## config.mk

```make
export PLATFORM = sky130hd
export DESIGN_NAME = cacheline_arbiter_flat
export DESIGN_NICKNAME = d
export VERILOG_FILES = /design/src/rtl/cacheline_arbiter_pkg.sv /design/src/rtl/cacheline_arbiter_if.sv /design/src/rtl/cacheline_arbiter_perf_counters.sv /design/src/rtl/cacheline_arbiter.sv /design/src/flat_wrapper.sv
export SDC_FILE = /design/constraint.sdc
export NUM_CORES = 1
export LEC_CHECK = 0
export ABC_AREA = 1
export CORE_AREA = 2 2 589 591
export CTS_CLUSTER_DIAMETER = 100
export DETAILED_ROUTE_END_ITERATION = 10
export DIE_AREA = 0 0 591 593
export GPL_ROUTABILITY_DRIVEN = 0
export PLACE_DENSITY = 0.3
export SYNTH_ARGS = -nofsm -noshare
export SYNTH_HDL_FRONTEND = slang
export SYNTH_HIERARCHICAL = 1
export SYNTH_SLANG_ARGS = --single-unit
```

## constraint.sdc

```tcl
create_clock -name clk -period 11.1 [get_ports clk]
set_input_delay 3.33 -clock clk [delete_from_list [all_inputs] [get_ports clk]]
set_output_delay 3.33 -clock clk [all_outputs]
set_load 0.02 [all_outputs]
```

## src/rtl/cacheline_arbiter_pkg.sv

```systemverilog
// cacheline_arbiter_pkg: shared FSM state and grant-owner types for the cacheline arbiter
package arbiter_types;
  typedef enum logic [1:0] {IDLE, SERVE_I, SERVE_D, RELEASE} arb_state_t;
  typedef enum logic {GRANT_I, GRANT_D} grant_t;
endpackage

```

## src/rtl/cacheline_arbiter_if.sv

```systemverilog
// cacheline_arbiter_if: icache/dcache/pmem line buses; slave = arbiter view, master = cache/memory side
interface cacheline_arbiter_if #(parameter int LINE_WIDTH = 256, parameter int ADDR_WIDTH = 32);
  logic                  i_read;
  logic [ADDR_WIDTH-1:0] i_address;
  logic [LINE_WIDTH-1:0] i_rdata;
  logic                  i_resp;
  logic                  d_read;
  logic                  d_write;
  logic [ADDR_WIDTH-1:0] d_address;
  logic [LINE_WIDTH-1:0] d_wdata;
  logic [LINE_WIDTH-1:0] d_rdata;
  logic                  d_resp;
  logic                  pmem_read;
  logic                  pmem_write;
  logic [ADDR_WIDTH-1:0] pmem_address;
  logic [LINE_WIDTH-1:0] pmem_wdata;
  logic [LINE_WIDTH-1:0] pmem_rdata;
  logic                  pmem_resp;
  modport slave (
    input  i_read, i_address, d_read, d_write, d_address, d_wdata, pmem_rdata, pmem_resp,
    output i_rdata, i_resp, d_rdata, d_resp, pmem_read, pmem_write, pmem_address, pmem_wdata
  );
  modport master (
    output i_read, i_address, d_read, d_write, d_address, d_wdata, pmem_rdata, pmem_resp,
    input  i_rdata, i_resp, d_rdata, d_resp, pmem_read, pmem_write, pmem_address, pmem_wdata
  );
endinterface

```

## src/rtl/cacheline_arbiter_perf_counters.sv

```systemverilog
// arbiter_perf_counters: four free-running wrap-around counters (clk, rst, increment enables in; counts out)
module arbiter_perf_counters #(parameter int CNT_WIDTH = 32) (
  input  logic                 clk,
  input  logic                 rst,
  input  logic                 inc_i,
  input  logic                 inc_d,
  input  logic                 inc_conflict,
  input  logic                 inc_wait,
  output logic [CNT_WIDTH-1:0] cnt_i_grants,
  output logic [CNT_WIDTH-1:0] cnt_d_grants,
  output logic [CNT_WIDTH-1:0] cnt_conflicts,
  output logic [CNT_WIDTH-1:0] cnt_wait_cycles
);
  always_ff @(posedge clk or posedge rst)
    if (rst) begin
      cnt_i_grants    <= '0;
      cnt_d_grants    <= '0;
      cnt_conflicts   <= '0;
      cnt_wait_cycles <= '0;
    end else begin
      cnt_i_grants    <= cnt_i_grants + CNT_WIDTH'(inc_i);
      cnt_d_grants    <= cnt_d_grants + CNT_WIDTH'(inc_d);
      cnt_conflicts   <= cnt_conflicts + CNT_WIDTH'(inc_conflict);
      cnt_wait_cycles <= cnt_wait_cycles + CNT_WIDTH'(inc_wait);
    end
endmodule

```

## src/rtl/cacheline_arbiter.sv

```systemverilog
// cacheline_arbiter: round-robin share of one pmem line port between icache and dcache (clk, rst, bus slave, perf counts)
module cacheline_arbiter import arbiter_types::*; #(
  parameter int LINE_WIDTH = 256,
  parameter int ADDR_WIDTH = 32,
  parameter int CNT_WIDTH  = 32
) (
  input  logic                 clk,
  input  logic                 rst,
  cacheline_arbiter_if.slave   bus,
  output logic [CNT_WIDTH-1:0] cnt_i_grants,
  output logic [CNT_WIDTH-1:0] cnt_d_grants,
  output logic [CNT_WIDTH-1:0] cnt_conflicts,
  output logic [CNT_WIDTH-1:0] cnt_wait_cycles
);
  arb_state_t            state, state_nxt;
  grant_t                last_grant;
  logic                  d_pend, inc_i, inc_d, conflict, waiting;
  logic                  rd, wr, i_resp, d_resp;
  logic [ADDR_WIDTH-1:0] addr;
  logic [LINE_WIDTH-1:0] wdata;
  assign d_pend = bus.d_read | bus.d_write;
  always_ff @(posedge clk or posedge rst)
    if (rst) begin
      state      <= IDLE;
      last_grant <= GRANT_I;
    end else begin
      state      <= state_nxt;
      last_grant <= inc_i ? GRANT_I : inc_d ? GRANT_D : last_grant;
    end
  // Strobes track the live request inputs so a withdrawn request is visible downstream.
  always_comb begin
    state_nxt = state;
    conflict  = 1'b0;
    inc_i     = 1'b0;
    inc_d     = 1'b0;
    rd        = 1'b0;
    wr        = 1'b0;
    i_resp    = 1'b0;
    d_resp    = 1'b0;
    addr      = '0;
    wdata     = '0;
    case (state)
      IDLE: begin
        conflict  = bus.i_read & d_pend;
        state_nxt = conflict ? (last_grant == GRANT_I ? SERVE_D : SERVE_I)
                  : bus.i_read ? SERVE_I : d_pend ? SERVE_D : IDLE;
      end
      SERVE_I: begin
        rd        = bus.i_read;
        addr      = bus.i_address;
        i_resp    = bus.pmem_resp;
        inc_i     = bus.pmem_resp;
        state_nxt = bus.pmem_resp ? RELEASE : SERVE_I;
      end
      SERVE_D: begin
        rd        = bus.d_read & ~bus.d_write;
        wr        = bus.d_write;
        addr      = bus.d_address;
        wdata     = bus.d_wdata;
        d_resp    = bus.pmem_resp;
        inc_d     = bus.pmem_resp;
        state_nxt = bus.pmem_resp ? RELEASE : SERVE_D;
      end
      default: state_nxt = IDLE;
    endcase
  end
  assign waiting          = (bus.i_read & (state != SERVE_I)) | (d_pend & (state != SERVE_D));
  assign bus.pmem_read    = rd;
  assign bus.pmem_write   = wr;
  assign bus.pmem_address = addr;
  assign bus.pmem_wdata   = wdata;
  assign bus.i_resp       = i_resp;
  assign bus.d_resp       = d_resp;
  assign bus.i_rdata      = i_resp ? bus.pmem_rdata : '0;
  assign bus.d_rdata      = d_resp ? bus.pmem_rdata : '0;
  arbiter_perf_counters #(.CNT_WIDTH(CNT_WIDTH)) u_cnt (
    .clk(clk),
    .rst(rst),
    .inc_i(inc_i),
    .inc_d(inc_d),
    .inc_conflict(conflict),
    .inc_wait(waiting),
    .cnt_i_grants(cnt_i_grants),
    .cnt_d_grants(cnt_d_grants),
    .cnt_conflicts(cnt_conflicts),
    .cnt_wait_cycles(cnt_wait_cycles)
  );
endmodule

```

## src/flat_wrapper.sv

```systemverilog
// flat-port wrapper written by rule: the top's interface ports become plain ports
module cacheline_arbiter_flat import arbiter_types::*;
#(
  parameter int LINE_WIDTH = 256,
  parameter int ADDR_WIDTH = 32,
  parameter int CNT_WIDTH  = 32
)
  (clk, rst, cnt_i_grants, cnt_d_grants, cnt_conflicts, cnt_wait_cycles, bus_i_read, bus_i_address, bus_d_read, bus_d_write, bus_d_address, bus_d_wdata, bus_pmem_rdata, bus_pmem_resp, bus_i_rdata, bus_i_resp, bus_d_rdata, bus_d_resp, bus_pmem_read, bus_pmem_write, bus_pmem_address, bus_pmem_wdata);
  cacheline_arbiter_if #(.LINE_WIDTH(LINE_WIDTH), .ADDR_WIDTH(ADDR_WIDTH)) bus_i ();
  input  logic clk;
  input  logic rst;
  output logic [CNT_WIDTH-1:0] cnt_i_grants;
  output logic [CNT_WIDTH-1:0] cnt_d_grants;
  output logic [CNT_WIDTH-1:0] cnt_conflicts;
  output logic [CNT_WIDTH-1:0] cnt_wait_cycles;
  input wire logic [$bits(bus_i.i_read)-1:0] bus_i_read;
  input wire logic [$bits(bus_i.i_address)-1:0] bus_i_address;
  input wire logic [$bits(bus_i.d_read)-1:0] bus_d_read;
  input wire logic [$bits(bus_i.d_write)-1:0] bus_d_write;
  input wire logic [$bits(bus_i.d_address)-1:0] bus_d_address;
  input wire logic [$bits(bus_i.d_wdata)-1:0] bus_d_wdata;
  input wire logic [$bits(bus_i.pmem_rdata)-1:0] bus_pmem_rdata;
  input wire logic [$bits(bus_i.pmem_resp)-1:0] bus_pmem_resp;
  output wire logic [$bits(bus_i.i_rdata)-1:0] bus_i_rdata;
  output wire logic [$bits(bus_i.i_resp)-1:0] bus_i_resp;
  output wire logic [$bits(bus_i.d_rdata)-1:0] bus_d_rdata;
  output wire logic [$bits(bus_i.d_resp)-1:0] bus_d_resp;
  output wire logic [$bits(bus_i.pmem_read)-1:0] bus_pmem_read;
  output wire logic [$bits(bus_i.pmem_write)-1:0] bus_pmem_write;
  output wire logic [$bits(bus_i.pmem_address)-1:0] bus_pmem_address;
  output wire logic [$bits(bus_i.pmem_wdata)-1:0] bus_pmem_wdata;
  assign bus_i.i_read = bus_i_read;
  assign bus_i.i_address = bus_i_address;
  assign bus_i.d_read = bus_d_read;
  assign bus_i.d_write = bus_d_write;
  assign bus_i.d_address = bus_d_address;
  assign bus_i.d_wdata = bus_d_wdata;
  assign bus_i.pmem_rdata = bus_pmem_rdata;
  assign bus_i.pmem_resp = bus_pmem_resp;
  assign bus_i_rdata = bus_i.i_rdata;
  assign bus_i_resp = bus_i.i_resp;
  assign bus_d_rdata = bus_i.d_rdata;
  assign bus_d_resp = bus_i.d_resp;
  assign bus_pmem_read = bus_i.pmem_read;
  assign bus_pmem_write = bus_i.pmem_write;
  assign bus_pmem_address = bus_i.pmem_address;
  assign bus_pmem_wdata = bus_i.pmem_wdata;
  cacheline_arbiter #(.LINE_WIDTH(LINE_WIDTH), .ADDR_WIDTH(ADDR_WIDTH), .CNT_WIDTH(CNT_WIDTH)) u_core (.clk(clk), .rst(rst), .bus(bus_i), .cnt_i_grants(cnt_i_grants), .cnt_d_grants(cnt_d_grants), .cnt_conflicts(cnt_conflicts), .cnt_wait_cycles(cnt_wait_cycles));
endmodule
```

# Word level (Yosys, flattened, before mapping)

Index checks and enable logic that the tools add are counted.
W data, S select, Z words.

Bits of input ports: 582
Logic and storage cells: 41
Register bits after elaboration: 131

Multiplexer cells: 18
Bitwise logic cells: 7
Reduce and logical (&&, ||, !) cells: 2
Eq/ne operators: 4
Add/sub/neg operators: 4

Operators with widths:

| operator             | count |
|---|---|
| $mux W256            | 3 |
| $add A32 B1 Y32      | 4 |
| $pmux W32 S2         | 1 |
| $mux W2              | 5 |
| $mux W1              | 7 |
| $pmux W2 S3          | 1 |
| $and A1 B1 Y1        | 4 |
| $eq A2 B1 Y1 const B | 1 |
| $eq A2 B2 Y1 const B | 1 |
| $logic_not A2 Y1     | 1 |
| $ne A2 B1 Y1 const B | 1 |
| $ne A2 B2 Y1 const B | 1 |
| $or A1 B1 Y1         | 2 |
| $pmux W1 S2          | 1 |
| $reduce_bool A2 Y1   | 1 |
| $not A1 Y1           | 1 |

# Longest topological paths before layout

Depth in word-level cells: 5
Gate-level depth with buffers: 15
Gate-level depth less buffers: 13

# Modules after synthesis

Netlist, hierarchy kept.

By module, submodules not included:

| module                | sequential area each (um^2) | area each (um^2) | cells an instance | instances |
|---|---|---|---|---|
| arbiter_perf_counters | 3,203.1                     | 7,186.9          | 907               | 1 |
| cacheline_arbiter     | 75.1                        | 6,254.7          | 1,512             | 1 |

# Worst setup path before layout

Ideal clock, no wire load.

Path type: input -> output
From: in bus_pmem_resp
To: out bus_i_rdata[225]
Stages on the path: 4
Data arrival time: 3.993 ns
Path buffers: 2
Setup slack: 3.777 ns
Cell sequence: nand2_2 > buf_6 > buf_4 > nor2_1

Cells in the longest elaborated chain, start to end: 2

Ends and longest elaborated chain:

| what               | line                    | source |
|---|---|---|
| start: declaration | flat_wrapper.sv:23      | `input wire logic [$bits(bus_i.pmem_resp)-1:0] bus_pmem_resp;` |
| $mux W1            | cacheline_arbiter.sv:42 | `case (state)` |
| $mux W256          | cacheline_arbiter.sv:74 | `assign bus.i_rdata = i_resp ? bus.pmem_rdata : '0;` |
| end: declaration   | flat_wrapper.sv:24      | `output wire logic [$bits(bus_i.i_rdata)-1:0] bus_i_rdata;` |

No other way between the ends.

# Worst setup path in the final report

From: in bus_pmem_resp
To: out bus_i_rdata[143]

Same word-level chain as after synthesis.

==> out/results.tsv <==
metric	value	unit
Clock Sinks	131	
maximum vdd drop	0.115	mV
Area Growth Syn to Fin	156	%
Layout Cells excl Fill	8512	
final WL	254000	um
worst reg-to-reg path cell count	13	
worst r2r dst	u_core/u_cnt/cnt_wait_cycles[30]	
vias in the first global route	21489	
Synth async-reset ratio	1.00	
Compound-Gate Fraction of Synth Area	0.0142	
unrepaired setup endpoints after global routing	false	
Die W	591	um
post-synthesis xor/xnor area fraction	0.0413	
initial antenna violation count	203	
Crit. Startpoint	bus_pmem_resp	
Vias/cell	2.59	
sequential element share of the synthesized area	0.244	
total vias in the final route	22034	
clock-pin transition on the worst setup and hold timing paths	0.07	ns
Final Max Tran Viols	0	
total congestion overflow	0	
DRT antenna net count	0	
crit end category	primary output	
post-synthesis adder-cell area fraction	0.0149	
top cell type's share of synthesized area	0.244	
main combinational cell family by area after synthesis	simple AND/OR/NAND/NOR gates	
post-CTS setup buffer count	0	
share of cells above drive strength 1	0.0433	
Lkg Pwr	14.9	nW
detailed-router iteration count before antenna repair	6	
Tcrit/Tclk final	0.853	
Post-Synthesis Cells	2419	
critical path class	input pin to primary output	
Post-synth EDFFs	0	
FF+latch count, synth	131	
DRT iter0 DRCs	1706	
top area cells in the synthesized netlist	dfrtp_1 24%, nand2_1 19%, nor2_1 18%	
Max Cap Viol	0	
post-synth top area cell	dfrtp_1	
Clock Path Buffers	2	
wire per inst	29.8	um
first-pass GRT wire length	297000	um
data arrival time at the worst-slack endpoint	6.14	ns
status	completed	
worst setup path endpoint	bus_i_rdata[143]	
setup TNS	0	ns
count leader, synth	nand2_1	
core area	345000	um2
Clock Skews	0.0225	ns
Mapped Area	13400	um2
fill cell count	40527	
Clk Latency, worst-skew pair	0.48	ns
library cells used by synthesis	26	
Hold Crit Start	u_core/u_cnt/cnt_conflicts[31]	
data required time of the worst path	7.77	ns
Die Ht	593	um
r2r setup slk	8.07	ns
post-cts gate resize count	0	
Hold Crit Class	register to register	
slew margin rel.	0.172	
Die Area	350000	um2
most frequent cells after synthesis	686 x nand2_1, 645 x nor2_1, 604 x inv_1	
CTS tree	built	
# IOs	1514	
Hold Buf Count CTS	0	
Syn Area/Cell	5.56	um2
fmax	106	MHz
synth warn	6	
Starting Density	0.0390	
clock root cell	clkbuf_16	
H-tree depth	4	
Hold Fails Final Rpt	0	
final setup fails	0	
Pwr Density	150	nW/um2
Worst Max-Slew Pin Slew	1.24	ns
post-synthesis mux area share	0	
largest net degree at the start of global routing	135	
RR Startpoint	u_core/state[1]	
Final min period	9.47	ns
total power	5.15	mW
nets	4469	
drt drc	0	
Startpoint Class	input pin	
TritonCTS Buffers	17	
dpl cells	8430	
total track usage	0.138	
Worst Path Max Fanout	93	
cell row count	216	
DP HPWL	239000	um
Post-Synth Simple-Gate Area	0.458	
prevailing post-synth register cell	dfrtp_1	
final core utilization	0.0998	
PortBufs	1513	
Mapped Nets	3017	
[logic make-up (layout without fill, tap and decap cells)]
group,count (synthesis),after routing
other,0,51
buffers and inverters,702,2166
AO/OA/AOI/OAI,38,38
adder cells (fa/ha/maj),16,16
flip-flops,131,131
XOR/XNOR,60,60
AND/OR/NAND/NOR,1472,1472
[worst max-delay path, stage by stage]
cell	delay, ns
clkdlybuf4s50_1	0.72
nand2_8	0.36
buf_12	0.42
nor2_1	0.41
clkdlybuf4s50_1	0.73
[layout by cell type (no fill, tap or decap), types with 2 or more instances in the layout]
cell,count
clkdlybuf4s50_1,1479
nand2_1,686
nor2_1,645
inv_1,603
dfrtp_1,131
diode_2,51
buf_4,46
xor2_1,40
a21oi_1,35
nand3_1,33
nand3b_1,29
nor2_4,25
nand2_2,18
clkbuf_16,17
nor2_2,17
xnor2_1,16
ha_1,14
nor2_8,8
nand2_4,7
inv_6,4
clkinvlp_4,4
buf_12,4
xor2_2,4
clkinv_4,3
nand2_8,3
bufinv_16,2
o21ai_0,2
inv_2,2
[final cells by class]
type                    instances  area [um2]  area share
inverters                     606        2280      0.0662
diodes                         51         128     0.00371
well taps                    4578        5730       0.167
multi-input cells            1586        7150       0.208
flip-flops and latches        131        3280      0.0954
clock buffers                  18         439      0.0128
repair buffers               1529       15200       0.443
clock inverters                13         151     0.00440
[per-layer routing]
| layer | share of wire | track usage | up-vias |
|---|---|---|---|
| met5 | 0.0031 | 0.00311 | - |
| met4 | 0.034 | 0.0399 | 100 |
| met3 | 0.095 | 0.0558 | 337 |
| met2 | 0.50 | 0.244 | 1398 |
| met1 | 0.37 | 0.150 | 10498 |
| li1 | - | - | 9701 |
[worst min path at each step]
stage / end / cells past startpoint
after floorplan: u_core/last_grant / 2
after global placement: u_core/u_cnt/cnt_conflicts[31] / 2
after detailed placement: u_core/u_cnt/cnt_conflicts[31] / 2
after CTS: u_core/u_cnt/cnt_conflicts[31] / 2
after global routing: u_core/u_cnt/cnt_wait_cycles[31] / 2
final: u_core/u_cnt/cnt_conflicts[31] / 2
[through the flow]
step,worst slack (ns),instance area [um2],hold WS [ns]
after global placement,1.52,33700,0.498
after detailed placement,1.48,33700,0.498
after floorplan,3.78,13400,0.491
after global routing,1.52,34300,0.552
final,1.63,34400,0.505
after CTS,1.48,34300,0.515
[power breakdown]
part | internal, mW | switching (mW)
combinational | 1.40 | 2.58
clock | 0.338 | 0.255
sequential | 0.523 | 0.0586
[registers in the layout, summed over array words and instances (netlist names)]
signal	count
u_core/u_cnt/cnt_d_grants	32
u_core/u_cnt/cnt_wait_cycles	32
u_core/state	2
u_core/u_cnt/cnt_conflicts	32
u_core/u_cnt/cnt_i_grants	32
u_core/last_grant	1
Note: power is estimated with default switching activity, not from simulation.
